$ cat config.mk
export PLATFORM = sky130hd
export DESIGN_NAME = uart_tx_monitor
export DESIGN_NICKNAME = d
export VERILOG_FILES = /design/src/rtl/uart_tx_monitor.sv
export SDC_FILE = /design/constraint.sdc
export NUM_CORES = 1
export LEC_CHECK = 0
export ABC_AREA = 1
export BUFFER_PORTS_ARGS = -buffer_cell sky130_fd_sc_hd__buf_4
export CAP_MARGIN = 20
export CORE_MARGIN = 2
export CORE_UTILIZATION = 26
export CTS_CLUSTER_DIAMETER = 40
export DETAILED_ROUTE_END_ITERATION = 6
export GPL_ROUTABILITY_DRIVEN = 0
export PLACE_DENSITY = 0.39
export SLEW_MARGIN = 20
export SYNTH_ARGS = -nofsm -noshare
export SYNTH_HDL_FRONTEND = slang
export SYNTH_SLANG_ARGS = --single-unit
$ cat constraint.sdc
create_clock -name XCLK -period 5.5 [get_ports XCLK]
set_input_delay 0.55 -clock XCLK [delete_from_list [all_inputs] [get_ports XCLK]]
set_output_delay 0.55 -clock XCLK [all_outputs]
set_load 0.05 [all_outputs]
$ cat src/rtl/uart_tx_monitor.sv
// uart_tx_monitor: 8N1 UART receiver for the SoC TXD line with a show-ahead byte FIFO,
// good-frame counter and sticky framing/overrun flags.
module uart_tx_monitor #(
    parameter int BAUD_DIV = 868,
    parameter int FIFO_AW  = 4
) (
    input  logic        XCLK,
    input  logic        XRES,
    input  logic        RXD,
    input  logic        RD_EN,
    input  logic        CLR_ERR,
    output logic [7:0]  RD_DATA,
    output logic        EMPTY,
    output logic        FULL,
    output logic        FRAME_ERR,
    output logic        OVERRUN,
    output logic [15:0] BYTE_CNT
);
    localparam int CW    = $clog2(BAUD_DIV);
    localparam int DEPTH = 1 << FIFO_AW;
    localparam logic [CW-1:0] L_HALF = CW'(BAUD_DIV / 2 - 1);
    localparam logic [CW-1:0] L_BIT  = CW'(BAUD_DIV - 1);

    typedef enum logic [2:0] {IDLE, START, DATA, STOP, WAIT_HI} state_t;

    state_t             r_state, w_next;
    logic               r_rx_meta, r_rxs;
    logic [CW-1:0]      r_cnt;
    logic [2:0]         r_idx;
    logic [7:0]         r_shift;
    logic               r_push;
    logic [7:0]         r_mem [DEPTH];
    logic [FIFO_AW-1:0] r_wp, r_rp;
    logic [FIFO_AW:0]   r_count, w_count_nx;
    logic               r_empty, r_full;
    logic               w_tick, w_good, w_bad, w_pop, w_push_ok;

    // Both flops reset high so reset release never looks like a start edge
    always_ff @(posedge XCLK or posedge XRES) begin
        if (XRES) begin
            r_rx_meta <= 1'b1;
            r_rxs     <= 1'b1;
        end else begin
            r_rx_meta <= RXD;
            r_rxs     <= r_rx_meta;
        end
    end

    always_ff @(posedge XCLK or posedge XRES) begin
        if (XRES) r_state <= IDLE;
        else      r_state <= w_next;
    end

    assign w_tick = (r_cnt == '0);

    always_comb begin
        w_next = r_state;
        case (r_state)
            IDLE:    if (!r_rxs) w_next = START;
            START:   if (w_tick) w_next = r_rxs ? IDLE : DATA;
            DATA:    if (w_tick && r_idx == 3'd7) w_next = STOP;
            STOP:    if (w_tick) w_next = r_rxs ? IDLE : WAIT_HI;
            WAIT_HI: if (r_rxs) w_next = IDLE;
            default: w_next = IDLE;
        endcase
    end

    always_comb begin
        w_good = (r_state == STOP) && w_tick && r_rxs;
        w_bad  = (r_state == STOP) && w_tick && !r_rxs;
    end

    always_ff @(posedge XCLK or posedge XRES) begin
        if (XRES) begin
            r_cnt     <= '0;
            r_idx     <= '0;
            r_shift   <= '0;
            r_push    <= 1'b0;
            BYTE_CNT  <= '0;
            FRAME_ERR <= 1'b0;
            OVERRUN   <= 1'b0;
        end else begin
            r_cnt     <= (r_state == IDLE) ? L_HALF : w_tick ? L_BIT : r_cnt - 1'b1;
            r_push    <= w_good;
            BYTE_CNT  <= w_good ? BYTE_CNT + 16'd1 : BYTE_CNT;
            FRAME_ERR <= w_bad | (FRAME_ERR & ~CLR_ERR);
            OVERRUN   <= (r_push & ~w_push_ok) | (OVERRUN & ~CLR_ERR);
            if (r_state == START) begin
                r_idx <= '0;
            end else if (r_state == DATA && w_tick) begin
                r_shift[r_idx] <= r_rxs;
                r_idx          <= r_idx + 3'd1;
            end
        end
    end

    // A pop in the push cycle frees the slot, so a full FIFO can still accept
    assign w_pop      = RD_EN & ~r_empty;
    assign w_push_ok  = r_push & (~r_full | w_pop);
    assign w_count_nx = r_count + (FIFO_AW + 1)'(w_push_ok) - (FIFO_AW + 1)'(w_pop);

    always_ff @(posedge XCLK) begin
        if (w_push_ok) r_mem[r_wp] <= r_shift;
    end

    always_ff @(posedge XCLK or posedge XRES) begin
        if (XRES) begin
            r_wp    <= '0;
            r_rp    <= '0;
            r_count <= '0;
            r_empty <= 1'b1;
            r_full  <= 1'b0;
        end else begin
            r_wp    <= w_push_ok ? r_wp + 1'b1 : r_wp;
            r_rp    <= w_pop ? r_rp + 1'b1 : r_rp;
            r_count <= w_count_nx;
            r_empty <= (w_count_nx == '0);
            r_full  <= (w_count_nx == (FIFO_AW + 1)'(DEPTH));
        end
    end

    assign RD_DATA = r_empty ? 8'h00 : r_mem[r_rp];
    assign EMPTY   = r_empty;
    assign FULL    = r_full;
endmodule
# ---- Word-level counts from Yosys, hierarchy flattened
# Memories as Yosys holds them, arrays and structs flattened.
# Index checks and enable logic that the tools add are counted.
dict set report word_totals {
  memories 1
  in_bits 5
  reg_bits 60
  latch_bits 0
  mem_bits_rw 128
  word_cells 80
  rom_bits 0
}
dict set report op_classes {
  order_cmp 2
  n_div 0
  n_mux 18
  n_addsub 7
  bitwise 13
  n_eq_ne 11
  shifts 0
  n_reduce_logical 13
  mul 0
}
# memory words word_bits rd rd_ports_with_merged_regs write_ports line
set mem_list {}
lappend mem_list {r_mem 16 8 1 0 1 32} ;# logic [7:0] r_mem [DEPTH];
# op count
set op_table {}
lappend op_table {{two-way mux 3 bit} 8}
lappend op_table {{two-way mux 10 bit} 2}
lappend op_table {{adder 16 x 1 -> 16 bit (second input constant)} 1}
lappend op_table {{case mux 3 bit (5 select lines)} 1}
lappend op_table {{logical NOT 10 bit} 1}
lappend op_table {{inequality test 2 bit (second input constant)} 5}
lappend op_table {{subtractor 10 x 1 -> 10 bit (second input constant)} 1}
lappend op_table {{adder 4 x 1 -> 4 bit (second input constant)} 2}
lappend op_table {{bitwise mux 8 bit} 1}
lappend op_table {{two-way mux 8 bit} 1}
lappend op_table {{equality test 3 x 2 -> 1 bit (second input constant)} 2}
lappend op_table {{equality test 3 bit (second input constant)} 2}
lappend op_table {{logical AND 1 bit} 6}
lappend op_table {{adder 5 x 1 -> 5 bit} 1}
lappend op_table {{AND 1 bit} 5}
lappend op_table {{equality test 5 bit (second input constant)} 1}
lappend op_table {{logical NOT 5 bit} 1}
lappend op_table {{NOT 1 bit} 5}
lappend op_table {{AND reduction 5 bit} 1}
lappend op_table {{subtractor 5 x 1 -> 5 bit} 1}
lappend op_table {{less-than comparator 3 x 4 -> 1 bit (second input constant)} 1}
lappend op_table {{adder 3 x 1 -> 3 bit (second input constant)} 1}
lappend op_table {{demux 1 bit (select 3 bit)} 1}
lappend op_table {{equality test 3 x 1 -> 1 bit (second input constant)} 1}
lappend op_table {{other kinds (8)} 12}

# ---- Logic depth before layout (Yosys ltp)
# Gate-level depths: netlist of run 1.
dict set report logic_depth {
  depth_word 7
  ltp_mapped 15
  ltp_nobuf 14
}

# ---- Worst setup path before layout of run 1
# No wires, ideal clock.
dict set report synth_path {
  path_type {reg-to-reg}
  startpoint {register r_empty, in the netlist EMPTY}
  endpoint {register r_full, in the netlist FULL}
  t_required_ns 5.382
  path_slack_ns 2.857
  arrival_time_ns 2.525
  stages_incl_launch_ff 13
  path_cell_list {dfstp_2 > buf_2 > inv_1 > nand2_1 > inv_1 > ha_1 > inv_1 > ha_1 > fa_1 > a21oi_1 > o21bai_1 > xor2_1 > nor2b_1}
}
dict set report synth_between {
  elab_chain_len 7
}
# element line
set synth_lines {}
lappend synth_lines {{start: declaration} 35} ;# logic r_empty, r_full;
lappend synth_lines {{start signal: assignment} 117} ;# r_empty <= (w_count_nx == '0);
lappend synth_lines {{NOT 1 bit *} 98} ;# assign w_pop = RD_EN & ~r_empty;
lappend synth_lines {{AND 1 bit *} 98}
lappend synth_lines {{named net w_pop} 36} ;# logic w_tick, w_good, w_bad, w_pop, w_push_ok;
lappend synth_lines {{bitwise OR 1 bit} 99} ;# assign w_push_ok = r_push & (~r_full | w_pop);
lappend synth_lines {{AND 1 bit} 99}
lappend synth_lines {{adder 5 x 1 -> 5 bit} 100} ;# assign w_count_nx = r_count + (FIFO_AW + 1)'(w_push_ok) - (FIFO_AW + 1)'(w_pop);
lappend synth_lines {{subtractor 5 x 1 -> 5 bit *} 100}
lappend synth_lines {{named net w_count_nx[4]} 34} ;# logic [FIFO_AW:0] r_count, w_count_nx;
lappend synth_lines {{equality test 5 bit *} 118} ;# r_full <= (w_count_nx == (FIFO_AW + 1)'(DEPTH));
lappend synth_lines {{end signal: assignment} 118}
lappend synth_lines {{end: declaration} 35}
# Mark *: on every way through the listed nets, which the timed path passes. The rest lies on a longest branch.
# A chain may end at the register's enable or synchronous reset.

# ---- Worst setup path after layout of run 1
dict set report layout_path {
  startpoint {register r_rp[0]}
  endpoint {output RD_DATA[6]}
}
dict set report layout_between {
  elab_chain_len 2
}
# element line
set layout_lines {}
lappend layout_lines {{start: declaration} 33} ;# logic [FIFO_AW-1:0] r_wp, r_rp;
lappend layout_lines {{start signal: assignment} 115} ;# r_rp <= w_pop ? r_rp + 1'b1 : r_rp;
lappend layout_lines {{memory (16 x 8 bit)} --}
lappend layout_lines {{two-way mux 8 bit} 122} ;# assign RD_DATA = r_empty ? 8'h00 : r_mem[r_rp];
lappend layout_lines {{end: declaration} 12} ;# output logic [7:0] RD_DATA,
# No other way between the ends.

==> impl_metrics.tcl, run 1 <==
set metrics [dict create \
    cts_tree "yes" \
    cp_max_fo 34 \
    cts_buffers 17 \
    ios 33 \
    worstSetupEndpointType "output pin" \
    die-width_um 186 \
    hp-class "in2reg" \
    area.sequential_um2 5350 \
    final_area_um2 9890 \
    setup_tns_ns 0 \
    nFillCells 3479 \
    worstMarginPinSlew_ns 0.959 \
    power_density_nw_per_um2 420 \
    critical_path_class "reg2out" \
    die_h_um 186 \
    rsz0062_at_grt "false" \
    slew_headroom 0.358 \
    synth.ff_latch_count 188 \
    fin_crit_sh 0.603 \
    clockBufferDepth 2 \
    fp-row-count 66 \
    leakage_nw 4.36 \
    fmax_mhz 302 \
    grt_pass1_vias 5671 \
    start_util 0.264 \
    layout_min_cycle_time_ns 3.31 \
    fin_worst_skew_ns 0.0228 \
    first_pass_iters 4 \
    hpwl_mm 13.9 \
    vias_per_cell 4.22 \
    grt_usage 0.131 \
    mostFrequentLayoutCell "nand2_1" \
    ff2ff_path_depth 11 \
    netlist_area_um2 8590 \
    drc_errors 0 \
    cts_hold_buf 0 \
    core-area_um2 32500 \
    grt_overflow 0 \
    clock_latency_ns 0.46 \
    cts_root_buf "clkbuf_16" \
    area_growth_pct 15.2 \
    synth_area_per_cell_um2 9.48 \
    multi_input_area_um2 2640 \
    diodes 0 \
    status "complete, no violations" \
    final_cell_mix "nand2_1, edfxtp_1, inv_1" \
    cp-start-kind "register" \
    htree_levels 4 \
    routedWlPerCell_um 15.4 \
    drt-initial-drc-count 285 \
    drive_above_1_share 0.0951 \
    post_cts_buffers 0 \
    dieArea_um2 34500 \
    synth_nets 926 \
    grt_pass1_wl_mm 33.5 \
    yosysWarnings 0 \
    cts_resized 0 \
    max_cap_violations 0 \
    vdd_drop_max_uv 365 \
    port-buffer-count 32 \
    finalHoldViolCount 0 \
    fin_nets 953 \
    cp.required_ns 4.95 \
    yosysUniqueCellTypes 34 \
    whs_path_depth 1 \
    antenna_found_initial 0 \
    arrival_ns 2.76 \
    via_count 5859 \
    syn-instance-count 906 \
    clk_pin_slew_ns 0.08 \
    setup_viol_count_final 0 \
    dpl-instance-area_um2 9270 \
    cts.sinks 188 \
    synth_seq_area_share 0.623 \
    slew_violations 0 \
    totalWireLength_mm 21.3 \
    ant_nets 0 \
    grt_max_degree 67 \
]
## through the flow
stage           util  hold WS, ns  std cells  power [mW]  setup WS, ns
6_report       0.304        0.214       1388        4.15          2.19
5_1_grt        0.304        0.191       1388        4.38          1.99
4_1_cts        0.304        0.193       1388        4.22          2.15
3_5_place_dp   0.285        0.351       1356        2.90          2.67
3_3_place_gp   0.285        0.347       1356        2.90          2.67
2_1_floorplan      -        0.345        906        2.52          2.86
## sequential cells by signal, summed over array words and instances, names as in the netlist
name,count
OVERRUN,1
r_count,5
r_mem,128
r_rp,4
r_cnt,10
FRAME_ERR,1
BYTE_CNT,16
r_rxs,1
r_rx_meta,1
EMPTY,1
r_push,1
r_idx,3
r_shift,8
r_wp,4
FULL,1
r_state,3
## metal layers
layer | track usage | part of all wire | up-vias
met5 | 0 | 0 | -
met4 | 0.0498 | 0.022 | 0
met3 | 0.0276 | 0.032 | 23
met2 | 0.210 | 0.46 | 97
met1 | 0.175 | 0.49 | 2774
li1 | - | - | 2965
## Yosys cell counts (all sizes together)
cell type	number	area, um2
nor2	54	220
o21ai	26	130
inv	115	432
a31oi	1	6.26
nand4	5	31.3
nor4	1	6.26
ha	14	175
clkbuf	6	22.5
dfrtp	57	1430
clkinv	2	7.51
nor3	6	30.0
o21bai	1	7.51
xnor2	7	61.3
nand3b	2	15.0
edfxtp	128	3840
nand2	324	1240
xor2	12	105
fa	1	20.0
nor2b	1	6.26
and3	1	6.26
dfstp	3	78.8
a21oi	13	65.1
nand3	102	515
buf	24	138
## final cells by class
cell class,count,area share
clock inverter,15,0.0201
tap,442,0.0559
clock buffer,17,0.0430
sequential,188,0.541
multi-input combinational,571,0.267
inverter,117,0.0444
timing repair buffer,38,0.0288
## logic make-up (layout without fill, tap and decap cells)
kind of cell,Yosys count,count (layout),share of synthesized area
AOI/OAI and AO/OA,41,41,0.0243
DFF,188,188,0.623
buffers and inverters,147,187,0.0698
and+or+nand+nor,496,496,0.241
adders and majority gates,15,15,0.0227
xor gates and xnor gates,19,19,0.0194
## worst max-delay path, cell delays in order (launching register included)
cell     delay (ns)
dfrtp_2        0.41
inv_2          0.44
buf_4          0.46
nand2_1        0.10
nand2_1        0.07
nand2_1        0.05
nand3_1        0.14
nand3_1        0.10
a21oi_1        0.25
buf_4          0.26
## path summary, 6_finish.rpt
check | slack [ns] | endpoint | from
max in group asynchronous | 4.55 | r_rp[0]$_DFFE_PP0P_ | XRES
setup reg to reg | 2.77 | FULL$_DFF_PP0_ | EMPTY$_DFF_PP1_
setup / recovery | 2.19 | RD_DATA[6] | r_rp[0]$_DFFE_PP0P_
min in group asynchronous | 0.34 | FRAME_ERR$_DFF_PP0_ | XRES
hold reg to reg | 0.35 | r_rxs$_DFF_PP1_ | r_rx_meta$_DFF_PP1_
hold / removal | 0.21 | r_rx_meta$_DFF_PP1_ | RXD
## power by group
part / switching, mW / internal (mW)
sequential: 0.0722 / 1.55
combinational: 0.884 / 0.346
clock: 0.642 / 0.662
Power figures use the tool's default switching activity.
==> run 2: changes to the inputs <==
--- a/config.mk
+++ b/config.mk
@@ -5,7 +5,7 @@
 export SDC_FILE = /design/constraint.sdc
 export NUM_CORES = 1
 export LEC_CHECK = 0
-export ABC_AREA = 1
+export ABC_AREA = 0
 export BUFFER_PORTS_ARGS = -buffer_cell sky130_fd_sc_hd__buf_4
 export CAP_MARGIN = 20
 export CORE_MARGIN = 2
@@ -13,7 +13,7 @@
 export CTS_CLUSTER_DIAMETER = 40
 export DETAILED_ROUTE_END_ITERATION = 6
 export GPL_ROUTABILITY_DRIVEN = 0
-export PLACE_DENSITY = 0.39
+export PLACE_DENSITY = 0.41
 export SLEW_MARGIN = 20
 export SYNTH_ARGS = -nofsm -noshare
 export SYNTH_HDL_FRONTEND = slang
==> constraint.sdc (replaced) <==
create_clock -name XCLK -period 2.9 [get_ports XCLK]
set_input_delay 0.29 -clock XCLK [delete_from_list [all_inputs] [get_ports XCLK]]
set_output_delay 0.29 -clock XCLK [all_outputs]
set_load 0.05 [all_outputs]
==> run 2 against run 1 <==
Net effect: flip-flop and latch count stayed put; clock power is 82% higher; critical endpoint is now RD_DATA[7]; largest power group unchanged; first-iteration DRC count up 7.4%.
==> impl_metrics.tcl, run 2 <==
set metrics [dict create \
    status "complete, no violations" \
    drive_above_1_share 0.184 \
    max_cap_violations 0 \
    netlist_area_um2 7920 \
    fin_nets 600 \
    core-area_um2 29800 \
    cp_max_fo 14 \
    synth_nets 555 \
    power_density_nw_per_um2 814 \
    clockBufferDepth 2 \
    via_count 4465 \
    die_h_um 179 \
    netlist_top_cells_count "edfxtp_1, dfrtp_1, mux2i_1" \
    hp-class "in2reg" \
    grt_pass1_vias 4606 \
    synth-simple-area-share 0.0998 \
    startpoint "r_rp[2]$_DFFE_PP0P_" \
    synthAdderAreaFrac 0.0246 \
    hpwl_mm 11.6 \
    totalWireLength_mm 17.5 \
    final_core_util 0.313 \
    cts_tree "yes" \
    port-buffer-count 32 \
    largest_reg_flops 128 \
    synth.most_common_cell "edfxtp_1" \
    synth_top_family_by_area "simple AND/OR/NAND/NOR gates" \
    vias_per_cell 4.54 \
    power.total_mw 7.59 \
    max_flop_register "r_mem" \
    synthFlopType "edfxtp_1" \
    synthMuxAreaShare 0.0977 \
    arrival_ns 2.44 \
    leakage_nw 3.84 \
    grt_max_degree 34 \
    fmax_mhz 366 \
    worstSetupEndpointType "output pin" \
    grt_overflow 0 \
    drt-initial-drc-count 306 \
    fin_worst_skew_ns 0.0172 \
    first_pass_iters 4 \
    vdd_drop_max_uv 409 \
    largestRegisters "r_mem x128, BYTE_CNT x16, r_cnt x10" \
    fp-row-count 63 \
    grt_usage 0.117 \
    antenna_found_initial 0 \
    clock_latency_ns 0.44 \
    final_cell_mix "edfxtp_1, dfrtp_1, mux2i_1" \
    cp.required_ns 2.61 \
    grt_pass1_wl_mm 27.6 \
    synthXorXnorAreaFrac 0.0298 \
    die-width_um 179 \
    syn-instance-count 535 \
    clk_pin_slew_ns 0.08 \
    fin_crit_sh 0.942 \
    synthArstFlopShare 0.319 \
    whs_path_depth 2 \
    synth_edf_count 128 \
    start_util 0.266 \
    slew_headroom 0.478 \
    synth.top_cell.area_share 0.485 \
    nFillCells 2948 \
    regToRegSetupSlack_ns 0.21 \
    dieArea_um2 31900 \
    r2r_start "EMPTY$_DFF_PP1_" \
    worstMarginPinSlew_ns 0.780 \
    yosysUniqueCellTypes 53 \
    cts.sinks 188 \
    setup_viol_count_final 0 \
    hold_path_end "FRAME_ERR$_DFF_PP0_" \
    synth_compound_area_frac 0.0499 \
    cts_root_buf "clkbuf_16" \
    synth.ff_latch_count 188 \
    ant_nets 0 \
    area_growth_pct 17.6 \
    finalHoldViolCount 0 \
    drc_errors 0 \
    diodes 0 \
    netlist_top_cells_area "edfxtp_1, dfrtp_1, mux2i_1" \
    yosysWarnings 0 \
    worstHoldStart "CLR_ERR" \
    cp-start-kind "register" \
    ios 33 \
    critical_path_class "reg2out" \
    yosys.area.top_type "edfxtp_1" \
    ff2ff_path_depth 10 \
    slew_violations 0 \
    htree_levels 4 \
    routedWlPerCell_um 17.8 \
    synth_seq_area_share 0.675 \
    rsz0062_at_grt "true" \
    cts_buffers 17 \
    layout_min_cycle_time_ns 2.73 \
    synth_area_per_cell_um2 14.8 \
    r2r_end "FULL$_DFF_PP0_" \
    mostFrequentLayoutCell "edfxtp_1" \
]
[run 2: cell type report]
type	count	area (um2)	area share
Sequential cell	188	5350	0.574
Multi-Input combinational cell	302	2410	0.258
Tap cell	390	488	0.0523
Clock buffer	17	425	0.0456
Timing Repair Buffer	48	378	0.0405
Clock inverter	15	185	0.0199
Inverter	23	86.3	0.00926
[run 2: logic make-up after synthesis]
kind of cell | count (synthesis)
DFF | 188
AOI/OAI and AO/OA | 60
adders and majority gates | 15
and+or+nand+nor | 135
buffers and inverters | 45
xor gates and xnor gates | 27
muxes | 65
[run 2: power breakdown]
part | total, mW | internal [mW] | leakage (nW) | switching (mW)
combinational | 2.13 | 0.776 | 1.28 | 1.35
clock | 2.36 | 1.18 | 0.299 | 1.18
sequential | 3.10 | 2.93 | 2.27 | 0.167
[run 2: worst max-delay path, cell delays in order, from the launching register on]
cell and delay (ns):
dfrtp_1 0.75, nor2b_1 0.16, buf_4 0.22, a22o_1 0.23
o31ai_1 0.36, buf_4 0.28
[run 2: metal layers]
layer | global-route usage | wire [um] | up-vias
met5 | 0 | 0 | -
met2 | 0.187 | 8200 | 62
met3 | 0.0298 | 645 | 9
met1 | 0.161 | 8520 | 2291
met4 | 0.0254 | 116 | 0
li1 | - | - | 2103
[run 2: through the flow]
stage                     cells  hold slack, ns  area, um2  worst slack [ns]  setup TNS (ns)
after global routing        983          0.0358       9320           -0.0215         -0.0215
final                       983          0.0577       9320             0.168               0
after global placement      949           0.348       8680             0.257               0
after CTS                   983          0.0357       9310            0.0405               0
after floorplan             535           0.294       7930             0.130               0
after detailed placement    949           0.354       8680             0.167               0
[run 2: worst max path at each step]
stage / to / slack, ns / depth (start not counted)
6_report: RD_DATA[7] / 0.17 / 5
5_1_grt: FULL$_DFF_PP0_ / -0.02 / 11
4_1_cts: RD_DATA[5] / 0.04 / 5
3_5_place_dp: FULL$_DFF_PP0_ / 0.17 / 11
3_3_place_gp: FULL$_DFF_PP0_ / 0.26 / 11
2_1_floorplan: FULL$_DFF_PP0_ / 0.13 / 11
[run 2: what timing repair did]
action / CTS / global route
endpoints found under the setup margin: 0 / 3
hold buffers: 2 / 0
buffers inserted: 0 / 0
gates resized for setup: 0 / 4
hold endpoints to repair: 27 / 0
